[src/rtl/encode_match_ctl_if.sv]
// Stream, history-port and token-FIFO signals between the LZS encode datapath
// and its match controller. The controller is the slave side.
`timescale 1ns/1ps
interface encode_match_ctl_if #(
  parameter int LZF_WIDTH = 20,
  parameter int OFF_WIDTH = 11
);
  logic                 in_valid;
  logic [7:0]           in_byte;
  logic [LZF_WIDTH-1:0] in_pos;
  logic                 cand_hit;
  logic [LZF_WIDTH-1:0] cand_pos;
  logic                 data_empty;
  logic [7:0]           hdata;
  logic [OFF_WIDTH-1:0] hraddr;
  logic                 fo_full;
  logic                 tok_valid;
  logic                 tok_ready;
  logic                 tok_type;
  logic [7:0]           tok_lit;
  logic [OFF_WIDTH-1:0] tok_off;
  logic [7:0]           tok_len;
  logic                 done;

  modport master (
    output in_valid, in_byte, in_pos, cand_hit, cand_pos, data_empty, hdata, tok_ready,
    input  hraddr, fo_full, tok_valid, tok_type, tok_lit, tok_off, tok_len, done
  );

  modport slave (
    input  in_valid, in_byte, in_pos, cand_hit, cand_pos, data_empty, hdata, tok_ready,
    output hraddr, fo_full, tok_valid, tok_type, tok_lit, tok_off, tok_len, done
  );
endinterface

[src/rtl/encode_match_ctl.sv]
// LZS encode match controller: literal/match decision per byte, history read
// steering for match extension, and a 4-entry first-word-fall-through token FIFO.
`timescale 1ns/1ps
module encode_match_ctl_chk #(
  parameter int CNT_W = 3
) (
  input logic             clk,
  input logic             rst,
  input logic             push,
  input logic             pop,
  input logic [CNT_W-1:0] cnt
);
  localparam logic [CNT_W-1:0] DEPTH = CNT_W'(4);

  // A push with no free slot would silently drop a token.
  push_into_full: assert property (@(posedge clk) disable iff (rst)
    !(push && !pop && (cnt == DEPTH)))
    else $error("encode_match_ctl: push into full token FIFO");
endmodule

module encode_match_ctl #(
  parameter int LZF_WIDTH = 20,
  parameter int OFF_WIDTH = 11,
  parameter int MAX_LEN   = 255
) (
  input logic                clk,
  input logic                rst,
  encode_match_ctl_if.slave  bus
);
  typedef enum logic [2:0] {S_IDLE, S_LIT, S_MATCH, S_FLUSH, S_DONE} state_t;

  localparam int                   TOK_W     = 1 + 8 + OFF_WIDTH + 8;
  localparam logic [LZF_WIDTH-1:0] OFF_MAX   = LZF_WIDTH'((1 << OFF_WIDTH) - 1);
  localparam logic [7:0]           MAX_LEN_B = 8'(MAX_LEN);

  function automatic logic [TOK_W-1:0] pack_tok(input logic t, input logic [7:0] lit,
                                                input logic [OFF_WIDTH-1:0] off,
                                                input logic [7:0] len);
    return {t, lit, off, len};
  endfunction

  state_t               state_q, state_d;
  logic [7:0]           pend_byte_q, pend_byte_d;
  logic                 pend_v_q, pend_v_d;
  logic [OFF_WIDTH-1:0] m_off_q, m_off_d;
  logic [7:0]           m_len_q, m_len_d;
  logic [LZF_WIDTH-1:0] m_src_q, m_src_d;
  logic                 flush_m_q, flush_m_d;
  logic [OFF_WIDTH-1:0] hraddr_q, hraddr_d;
  logic                 done_q, done_d;
  logic                 fo_full_q, fo_full_d;
  logic                 tok_valid_q, tok_valid_d;
  logic [TOK_W-1:0]     mem_q [4];
  logic [1:0]           wr_ptr_q, wr_ptr_d;
  logic [1:0]           rd_ptr_q, rd_ptr_d;
  logic [2:0]           cnt_q, cnt_d;

  logic [LZF_WIDTH-1:0] off_s;
  logic                 usable_s;
  logic                 push_s;
  logic [TOK_W-1:0]     push_tok_s;
  logic                 pop_s;
  logic                 push_ok_s;
  logic                 room_s;
  logic [TOK_W-1:0]     head_s;

  // Negative offsets wrap to large values and fail the upper bound.
  assign off_s    = (bus.in_pos - LZF_WIDTH'(1)) - bus.cand_pos;
  assign usable_s = (off_s != '0) && (off_s <= OFF_MAX);
  assign room_s   = (cnt_q != 3'd4);

  always_comb begin
    state_d     = state_q;
    pend_byte_d = pend_byte_q;
    pend_v_d    = pend_v_q;
    m_off_d     = m_off_q;
    m_len_d     = m_len_q;
    m_src_d     = m_src_q;
    flush_m_d   = flush_m_q;
    hraddr_d    = hraddr_q;
    done_d      = done_q;
    push_s      = 1'b0;
    push_tok_s  = '0;
    case (state_q)
      S_IDLE: begin
        if (bus.in_valid) begin
          pend_byte_d = bus.in_byte;
          pend_v_d    = 1'b1;
          state_d     = S_LIT;
        end else if (bus.data_empty) begin
          flush_m_d = 1'b0;
          state_d   = S_FLUSH;
        end else begin
          state_d = S_IDLE;
        end
      end
      S_LIT: begin
        if (bus.in_valid) begin
          if (bus.cand_hit && usable_s) begin
            m_len_d  = 8'd2;
            m_off_d  = off_s[OFF_WIDTH-1:0];
            m_src_d  = bus.cand_pos + LZF_WIDTH'(2);
            pend_v_d = 1'b0;
            state_d  = S_MATCH;
          end else begin
            if (pend_v_q) begin
              push_s     = 1'b1;
              push_tok_s = pack_tok(1'b0, pend_byte_q, '0, 8'd0);
            end else begin
              push_s = 1'b0;
            end
            pend_byte_d = bus.in_byte;
            pend_v_d    = 1'b1;
          end
        end else if (bus.data_empty) begin
          flush_m_d = 1'b0;
          state_d   = S_FLUSH;
        end else begin
          state_d = S_LIT;
        end
      end
      S_MATCH: begin
        if (bus.in_valid) begin
          if ((bus.in_byte == bus.hdata) && (m_len_q < MAX_LEN_B)) begin
            m_len_d = m_len_q + 8'd1;
            m_src_d = m_src_q + LZF_WIDTH'(1);
            // A maximal match closes at once; the next byte starts fresh.
            if (m_len_d == MAX_LEN_B) begin
              push_s     = 1'b1;
              push_tok_s = pack_tok(1'b1, 8'd0, m_off_q, m_len_d);
              pend_v_d   = 1'b0;
              state_d    = S_LIT;
            end else begin
              state_d = S_MATCH;
            end
          end else begin
            push_s      = 1'b1;
            push_tok_s  = pack_tok(1'b1, 8'd0, m_off_q, m_len_q);
            pend_byte_d = bus.in_byte;
            pend_v_d    = 1'b1;
            state_d     = S_LIT;
          end
        end else if (bus.data_empty) begin
          flush_m_d = 1'b1;
          state_d   = S_FLUSH;
        end else begin
          state_d = S_MATCH;
        end
      end
      S_FLUSH: begin
        if (room_s) begin
          push_s = 1'b1;
          if (flush_m_q) begin
            push_tok_s = pack_tok(1'b1, 8'd0, m_off_q, m_len_q);
            flush_m_d  = 1'b0;
          end else if (pend_v_q) begin
            push_tok_s = pack_tok(1'b0, pend_byte_q, '0, 8'd0);
            pend_v_d   = 1'b0;
          end else begin
            push_tok_s = pack_tok(1'b1, 8'd0, '0, 8'd0);
            done_d     = 1'b1;
            state_d    = S_DONE;
          end
        end else begin
          push_s = 1'b0;
        end
      end
      S_DONE: begin
        state_d = S_DONE;
      end
      default: begin
        state_d = S_IDLE;
      end
    endcase
    if (bus.in_valid && ((state_q == S_LIT) || (state_q == S_MATCH))) begin
      hraddr_d = m_src_d[OFF_WIDTH-1:0];
    end else begin
      hraddr_d = hraddr_q;
    end
  end

  always_comb begin
    pop_s       = tok_valid_q & bus.tok_ready;
    push_ok_s   = push_s & (room_s | pop_s);
    cnt_d       = cnt_q + {2'b00, push_ok_s} - {2'b00, pop_s};
    wr_ptr_d    = push_ok_s ? (wr_ptr_q + 2'd1) : wr_ptr_q;
    rd_ptr_d    = pop_s ? (rd_ptr_q + 2'd1) : rd_ptr_q;
    fo_full_d   = (cnt_d >= 3'd2);
    tok_valid_d = (cnt_d != 3'd0);
  end

  always_ff @(posedge clk) begin
    if (rst) begin
      state_q     <= S_IDLE;
      pend_byte_q <= 8'd0;
      pend_v_q    <= 1'b0;
      m_off_q     <= '0;
      m_len_q     <= 8'd0;
      m_src_q     <= '0;
      flush_m_q   <= 1'b0;
      hraddr_q    <= '0;
      done_q      <= 1'b0;
      fo_full_q   <= 1'b0;
      tok_valid_q <= 1'b0;
      wr_ptr_q    <= 2'd0;
      rd_ptr_q    <= 2'd0;
      cnt_q       <= 3'd0;
      for (int i = 0; i < 4; i++) begin
        mem_q[i] <= '0;
      end
    end else begin
      state_q     <= state_d;
      pend_byte_q <= pend_byte_d;
      pend_v_q    <= pend_v_d;
      m_off_q     <= m_off_d;
      m_len_q     <= m_len_d;
      m_src_q     <= m_src_d;
      flush_m_q   <= flush_m_d;
      hraddr_q    <= hraddr_d;
      done_q      <= done_d;
      fo_full_q   <= fo_full_d;
      tok_valid_q <= tok_valid_d;
      wr_ptr_q    <= wr_ptr_d;
      rd_ptr_q    <= rd_ptr_d;
      cnt_q       <= cnt_d;
      if (push_ok_s) begin
        mem_q[wr_ptr_q] <= push_tok_s;
      end
    end
  end

  assign head_s        = mem_q[rd_ptr_q];
  assign bus.hraddr    = hraddr_q;
  assign bus.fo_full   = fo_full_q;
  assign bus.done      = done_q;
  assign bus.tok_valid = tok_valid_q;
  assign bus.tok_type  = head_s[TOK_W-1];
  assign bus.tok_lit   = head_s[TOK_W-2 -: 8];
  assign bus.tok_off   = head_s[8 +: OFF_WIDTH];
  assign bus.tok_len   = head_s[7:0];

  encode_match_ctl_chk #(.CNT_W(3)) u_chk (
    .clk  (clk),
    .rst  (rst),
    .push (push_s),
    .pop  (pop_s),
    .cnt  (cnt_q)
  );
endmodule

[src/flat_wrapper.sv]
// flat-port wrapper written by rule: the top's interface ports become plain ports
module encode_match_ctl_flat 
#(
  parameter int LZF_WIDTH = 20,
  parameter int OFF_WIDTH = 11,
  parameter int MAX_LEN   = 255
)
  (clk, rst, bus_in_valid, bus_in_byte, bus_in_pos, bus_cand_hit, bus_cand_pos, bus_data_empty, bus_hdata, bus_tok_ready, bus_hraddr, bus_fo_full, bus_tok_valid, bus_tok_type, bus_tok_lit, bus_tok_off, bus_tok_len, bus_done);
  encode_match_ctl_if #(.LZF_WIDTH(LZF_WIDTH), .OFF_WIDTH(OFF_WIDTH)) bus_i ();
  input logic clk;
  input logic rst;
  input wire logic [$bits(bus_i.in_valid)-1:0] bus_in_valid;
  input wire logic [$bits(bus_i.in_byte)-1:0] bus_in_byte;
  input wire logic [$bits(bus_i.in_pos)-1:0] bus_in_pos;
  input wire logic [$bits(bus_i.cand_hit)-1:0] bus_cand_hit;
  input wire logic [$bits(bus_i.cand_pos)-1:0] bus_cand_pos;
  input wire logic [$bits(bus_i.data_empty)-1:0] bus_data_empty;
  input wire logic [$bits(bus_i.hdata)-1:0] bus_hdata;
  input wire logic [$bits(bus_i.tok_ready)-1:0] bus_tok_ready;
  output wire logic [$bits(bus_i.hraddr)-1:0] bus_hraddr;
  output wire logic [$bits(bus_i.fo_full)-1:0] bus_fo_full;
  output wire logic [$bits(bus_i.tok_valid)-1:0] bus_tok_valid;
  output wire logic [$bits(bus_i.tok_type)-1:0] bus_tok_type;
  output wire logic [$bits(bus_i.tok_lit)-1:0] bus_tok_lit;
  output wire logic [$bits(bus_i.tok_off)-1:0] bus_tok_off;
  output wire logic [$bits(bus_i.tok_len)-1:0] bus_tok_len;
  output wire logic [$bits(bus_i.done)-1:0] bus_done;
  assign bus_i.in_valid = bus_in_valid;
  assign bus_i.in_byte = bus_in_byte;
  assign bus_i.in_pos = bus_in_pos;
  assign bus_i.cand_hit = bus_cand_hit;
  assign bus_i.cand_pos = bus_cand_pos;
  assign bus_i.data_empty = bus_data_empty;
  assign bus_i.hdata = bus_hdata;
  assign bus_i.tok_ready = bus_tok_ready;
  assign bus_hraddr = bus_i.hraddr;
  assign bus_fo_full = bus_i.fo_full;
  assign bus_tok_valid = bus_i.tok_valid;
  assign bus_tok_type = bus_i.tok_type;
  assign bus_tok_lit = bus_i.tok_lit;
  assign bus_tok_off = bus_i.tok_off;
  assign bus_tok_len = bus_i.tok_len;
  assign bus_done = bus_i.done;
  encode_match_ctl #(.LZF_WIDTH(LZF_WIDTH), .OFF_WIDTH(OFF_WIDTH), .MAX_LEN(MAX_LEN)) u_core (.clk(clk), .rst(rst), .bus(bus_i));
endmodule
[config.mk]
export PLATFORM = sky130hd
export DESIGN_NAME = encode_match_ctl_flat
export DESIGN_NICKNAME = d
export VERILOG_FILES = /design/src/rtl/encode_match_ctl_if.sv /design/src/rtl/encode_match_ctl.sv /design/src/flat_wrapper.sv
export SDC_FILE = /design/constraint.sdc
export NUM_CORES = 1
export LEC_CHECK = 0
export CAP_MARGIN = 20
export CORE_UTILIZATION = 51
export CTS_CLUSTER_DIAMETER = 200
export DETAILED_ROUTE_END_ITERATION = 10
export HOLD_SLACK_MARGIN = 0.05
export PLACE_DENSITY = 0.74
export SKIP_CTS_REPAIR_TIMING = 1
export SLEW_MARGIN = 20
export SYNTH_ARGS = -nofsm -noshare
export SYNTH_HDL_FRONTEND = slang
export SYNTH_SLANG_ARGS = --single-unit
[constraint.sdc]
create_clock -name clk -period 6.9 [get_ports clk]
set_input_delay 1.38 -clock clk [delete_from_list [all_inputs] [get_ports clk]]
set_output_delay 1.38 -clock clk [all_outputs]
set_load 0.02 [all_outputs]
==> results.md <==
* Status: finished, violations left
* Failing checks: DRC
* R2r endpoint: u_core.mem_q[0][15]
* Setup violations, final at 0
* Site row count at between 40 and 50
* Hold WC Path Type: reg2reg
* Top_reg_cell synth: edfxtp_1
* Hpwl dp at 15.28 mm
* Synth Cell Area at between 0.009 and 0.01 mm^2
* Met1 Use GR at approximately a third
* Max-cap violation count at 0
* CP Capture Type: flip-flop
* Area of the die at 0.01907 mm^2
* Startpoint Class: input port
* Grt peak-use layer: met2
* ANT nets after route at 0
* Net Count, Synth at 995
* Core area at 0.01809 mm^2
* Vias per cell at 5.981
* Final net count at 1,081
* Ports at 104
* Initial antenna violation count at 0
* Crit-path max FO at 6
* Layout area overhead at 18.69%
* Chip Height at 138.1 um
* Max stage delay on crit path at 0.47 ns
* EDFF count, synth at 112
* Leak at roughly 4 nW
* Final Hold Fails at 0
* R2R depth at 11
* Vias at 7,380
* CTS Root Cell: clkbuf_16
* Synth Area in XOR/XNOR at roughly 3.6%
* M2 GR Usage at 41.84%
* Final period utilization at 80.11%
* Post-synthesis compound-gate area fraction at a little under an eighth
* Antenna cells at 0
* Cell taking the most area after synthesis: edfxtp_1
* Adder-cell area share of the yosys netlist at 3.735%
* Tmin final at 5.527 ns
* Ys Warns at 0
* Worst slew margin at 31.87%
* DP Area at 0.01069 mm^2
* Crit Path Category: in2reg
* Clock net sink count at 178
* Hold Crit Depth at 2
* Distinct cells, synth at 68
* Routed wire per std cell at ~18 um
* Critical-path top delay cell: clkdlybuf4s50_1
* GPL Wtd Cong at 0.9600
* Skew final at 0.01495 ns
* H-tree depth at 4
* CTS tree: built
* Most common library cells after synthesis: edfxtp_1 (112), nand2_1 (104), dfxtp_1 (66), nor2_1 (64), nor3_1 (53)
* Die W at 138.1 um
* RSZ-0062 raised after global routing: false
* Overall Global Routing Usage at 24.36%
* Pwr/cell area at 247.0 mW/mm^2
* GR Layer Usage met3 at 3.602%
* Synth Area in Simple Gates at about a fifth
* TNS Setup at 0 ns
* Share of cells above drive strength 1 at approximately a tenth
* CP Cell Sequence: clkdlybuf4s50_1 -> inv_1 -> ha_1 -> fa_1 -> a21o_1 -> a221oi_4 -> o21ai_2 -> a31o_1 -> a2111oi_4 -> and4_1 -> nand4_4 -> o21ai_2 -> inv_1 -> ha_1 -> fa_1 -> xnor2_1 -> xnor2_1 -> nor2_1 -> or3_1
* Async SR Flop Fraction at 0%
* HP Start: u_core.m_off_q[6]
* Largest family of logic cells by synthesized area: simple AND/OR/NAND/NOR gates
* Clock buffer count from CTS at 17
* Design Area, Final at 0.01121 mm^2
* Syn Inst Count at 906
* Register-to-Register Setup Slack at about 2.1 ns
* Final WL at 22.25 mm
* Max Clk Rate at about 180 MHz
* Syn avg cell area at 10.43 um^2
* Slew Limit Fails at 0
* Worst vdd ir at 0.1828 mV
* Initial Util at 52.23%
* Worst Tran Pin Value at 1.022 ns
* Post-synthesis register bit count at 178
* DRC viols at 4
* RR Startpoint: u_core.m_len_q[1]
* Vias in the first global route at 7,135
* Clock Latency Late Sink at 0.44 ns
* Clock Tree Buf Depth at 2
* Area share of the largest cell type after synthesis at 35.60%
* 1st-pass router iterations at 8
* Fillcell total at 1,493
* Worst Path Required at 7.21 ns
* Worst Hold End: u_core.m_off_q[6]
* Sequential cell area fraction in the yosys report at 49.59%
* Top-count cell post-synth: edfxtp_1
* Ranking of synthesized cells by area: edfxtp_1 (36%), dfxtp_1 (14%), mux4_2 (6.7%)
* Port Buf Inserts at about 100
* First-pass GRT wire length at between 30 and 40 mm
* Clock Pin Slew Worst Setup and Hold Paths at ~0.06 ns
* Detailed Route Iter0 Violations at around 530
* Post-synthesis mux area share at between 8 and 9%
* Gr ovfl total at 0
* Largest net degree at the start of global routing at 61
* Worst Path Arrival at 5.84 ns
-- final cells by class --
type,instances,area (um^2),area share (%)
Clock buffer,20,436.7,3.895
Multi-Input combinational cell,631,4393,39.18
Tap cell,229,286.5,2.556
Sequential cell,178,4688,41.81
Timing Repair Buffer,121,1161,10.36
Inverter,43,161.4,1.440
Clock inverter,12,85.08,0.7588
-- layout by cell type (no fill, tap or decap), types with 3 or more instances in the layout --
master	instances
o21bai_1	4
and2_1	5
nor3_1	53
clkbuf_1	3
a41oi_1	3
o211ai_1	8
nand2b_1	5
o21ai_0	27
and3_1	22
ha_1	25
nand2_1	104
a211oi_1	5
xnor2_1	27
edfxtp_1	112
nand4_1	13
mux2_2	3
a21oi_1	39
dfxtp_1	65
a311oi_1	9
buf_4	18
clkbuf_16	17
o21ai_2	5
nor4_1	32
inv_1	43
clkinvlp_4	6
nor3b_1	4
xor2_1	12
nor2b_1	6
o21a_1	7
mux4_2	28
a21o_1	10
mux2i_1	12
a31oi_1	14
or2_2	6
or3_1	9
clkdlybuf4s50_1	102
nor2_1	64
nand3_1	28
-- through the flow --
step / cells / total power [W] / hold slack (ns) / setup slack [ns] / util (%)
after floorplan: 906 / 0.001685 / 0.4451 / 0.4235 / -
after CTS: 1234 / 0.002779 / 0.4692 / 1.392 / 61.98
after detailed placement: 1202 / 0.001927 / 0.4609 / 0.9506 / 59.09
after global placement: 1202 / 0.001923 / 0.4565 / 0.9978 / 59.09
after global routing: 1234 / 0.002878 / 0.4957 / 1.166 / 61.99
final: 1234 / 0.002769 / 0.4668 / 1.373 / 61.99
-- where the power goes --
part           switching, W  internal (W)  total [W]
clock              0.000408      0.000460   0.000867
combinational      0.000336      0.000310   0.000646
sequential        0.0000635       0.00119    0.00126
-- flip-flops by register name (all words and copies together), names as in the netlist, named ones only --
| register | flops |
|---|---|
| u_core.bus.done | 1 |
| u_core.bus.fo_full | 1 |
| u_core.bus.hraddr | 11 |
| u_core.bus.tok_valid | 1 |
| u_core.cnt_q | 3 |
| u_core.flush_m_q | 1 |
| u_core.m_len_q | 8 |
| u_core.m_off_q | 11 |
| u_core.m_src_q | 11 |
| u_core.mem_q | 112 |
| u_core.pend_byte_q | 8 |
| u_core.pend_v_q | 1 |
| u_core.rd_ptr_q | 2 |
| u_core.state_q | 3 |
| u_core.wr_ptr_q | 2 |
-- critical path, delay by kind of cell --
family	cells	cell delay, ns
AO/OA/AOI/OAI	6	1.44
XOR/XNOR	2	0.33
adder cells (fa/ha/maj)	4	1.20
buffers and inverters	3	0.58
AND/OR/NAND/NOR	4	0.88
-- routing by layer --
layer | vias up | wire [um]
li1 | 3561 | -
met1 | 3529 | 9696
met2 | 268 | 11020
met3 | 22 | 1292
met4 | 0 | 239
met5 | - | 0
-- cell families (layout without fill, tap and decap cells) --
group	after synthesis	after routing
buf+inv	97	196
mux	43	43
simple gates	362	362
flops	178	178
compound gates	160	160
xor+xnor	39	39
fa+ha+maj	27	27
-- worst max path at each step --
| stage | to | startpoint | cells after the start |
|---|---|---|---|
| 3_5_place_dp | u_core.bus.tok_valid | bus_cand_pos[0] | 19 |
| 6_report | u_core.bus.tok_valid | bus_cand_pos[0] | 19 |
| 5_1_grt | u_core.bus.tok_valid | bus_cand_pos[0] | 19 |
| 3_3_place_gp | u_core.bus.tok_valid | bus_cand_pos[0] | 19 |
| 2_1_floorplan | u_core.mem_q[2][0] | bus_cand_pos[0] | 13 |
| 4_1_cts | u_core.bus.tok_valid | bus_cand_pos[0] | 19 |
No activity file was read; power rests on OpenSTA's default activity.
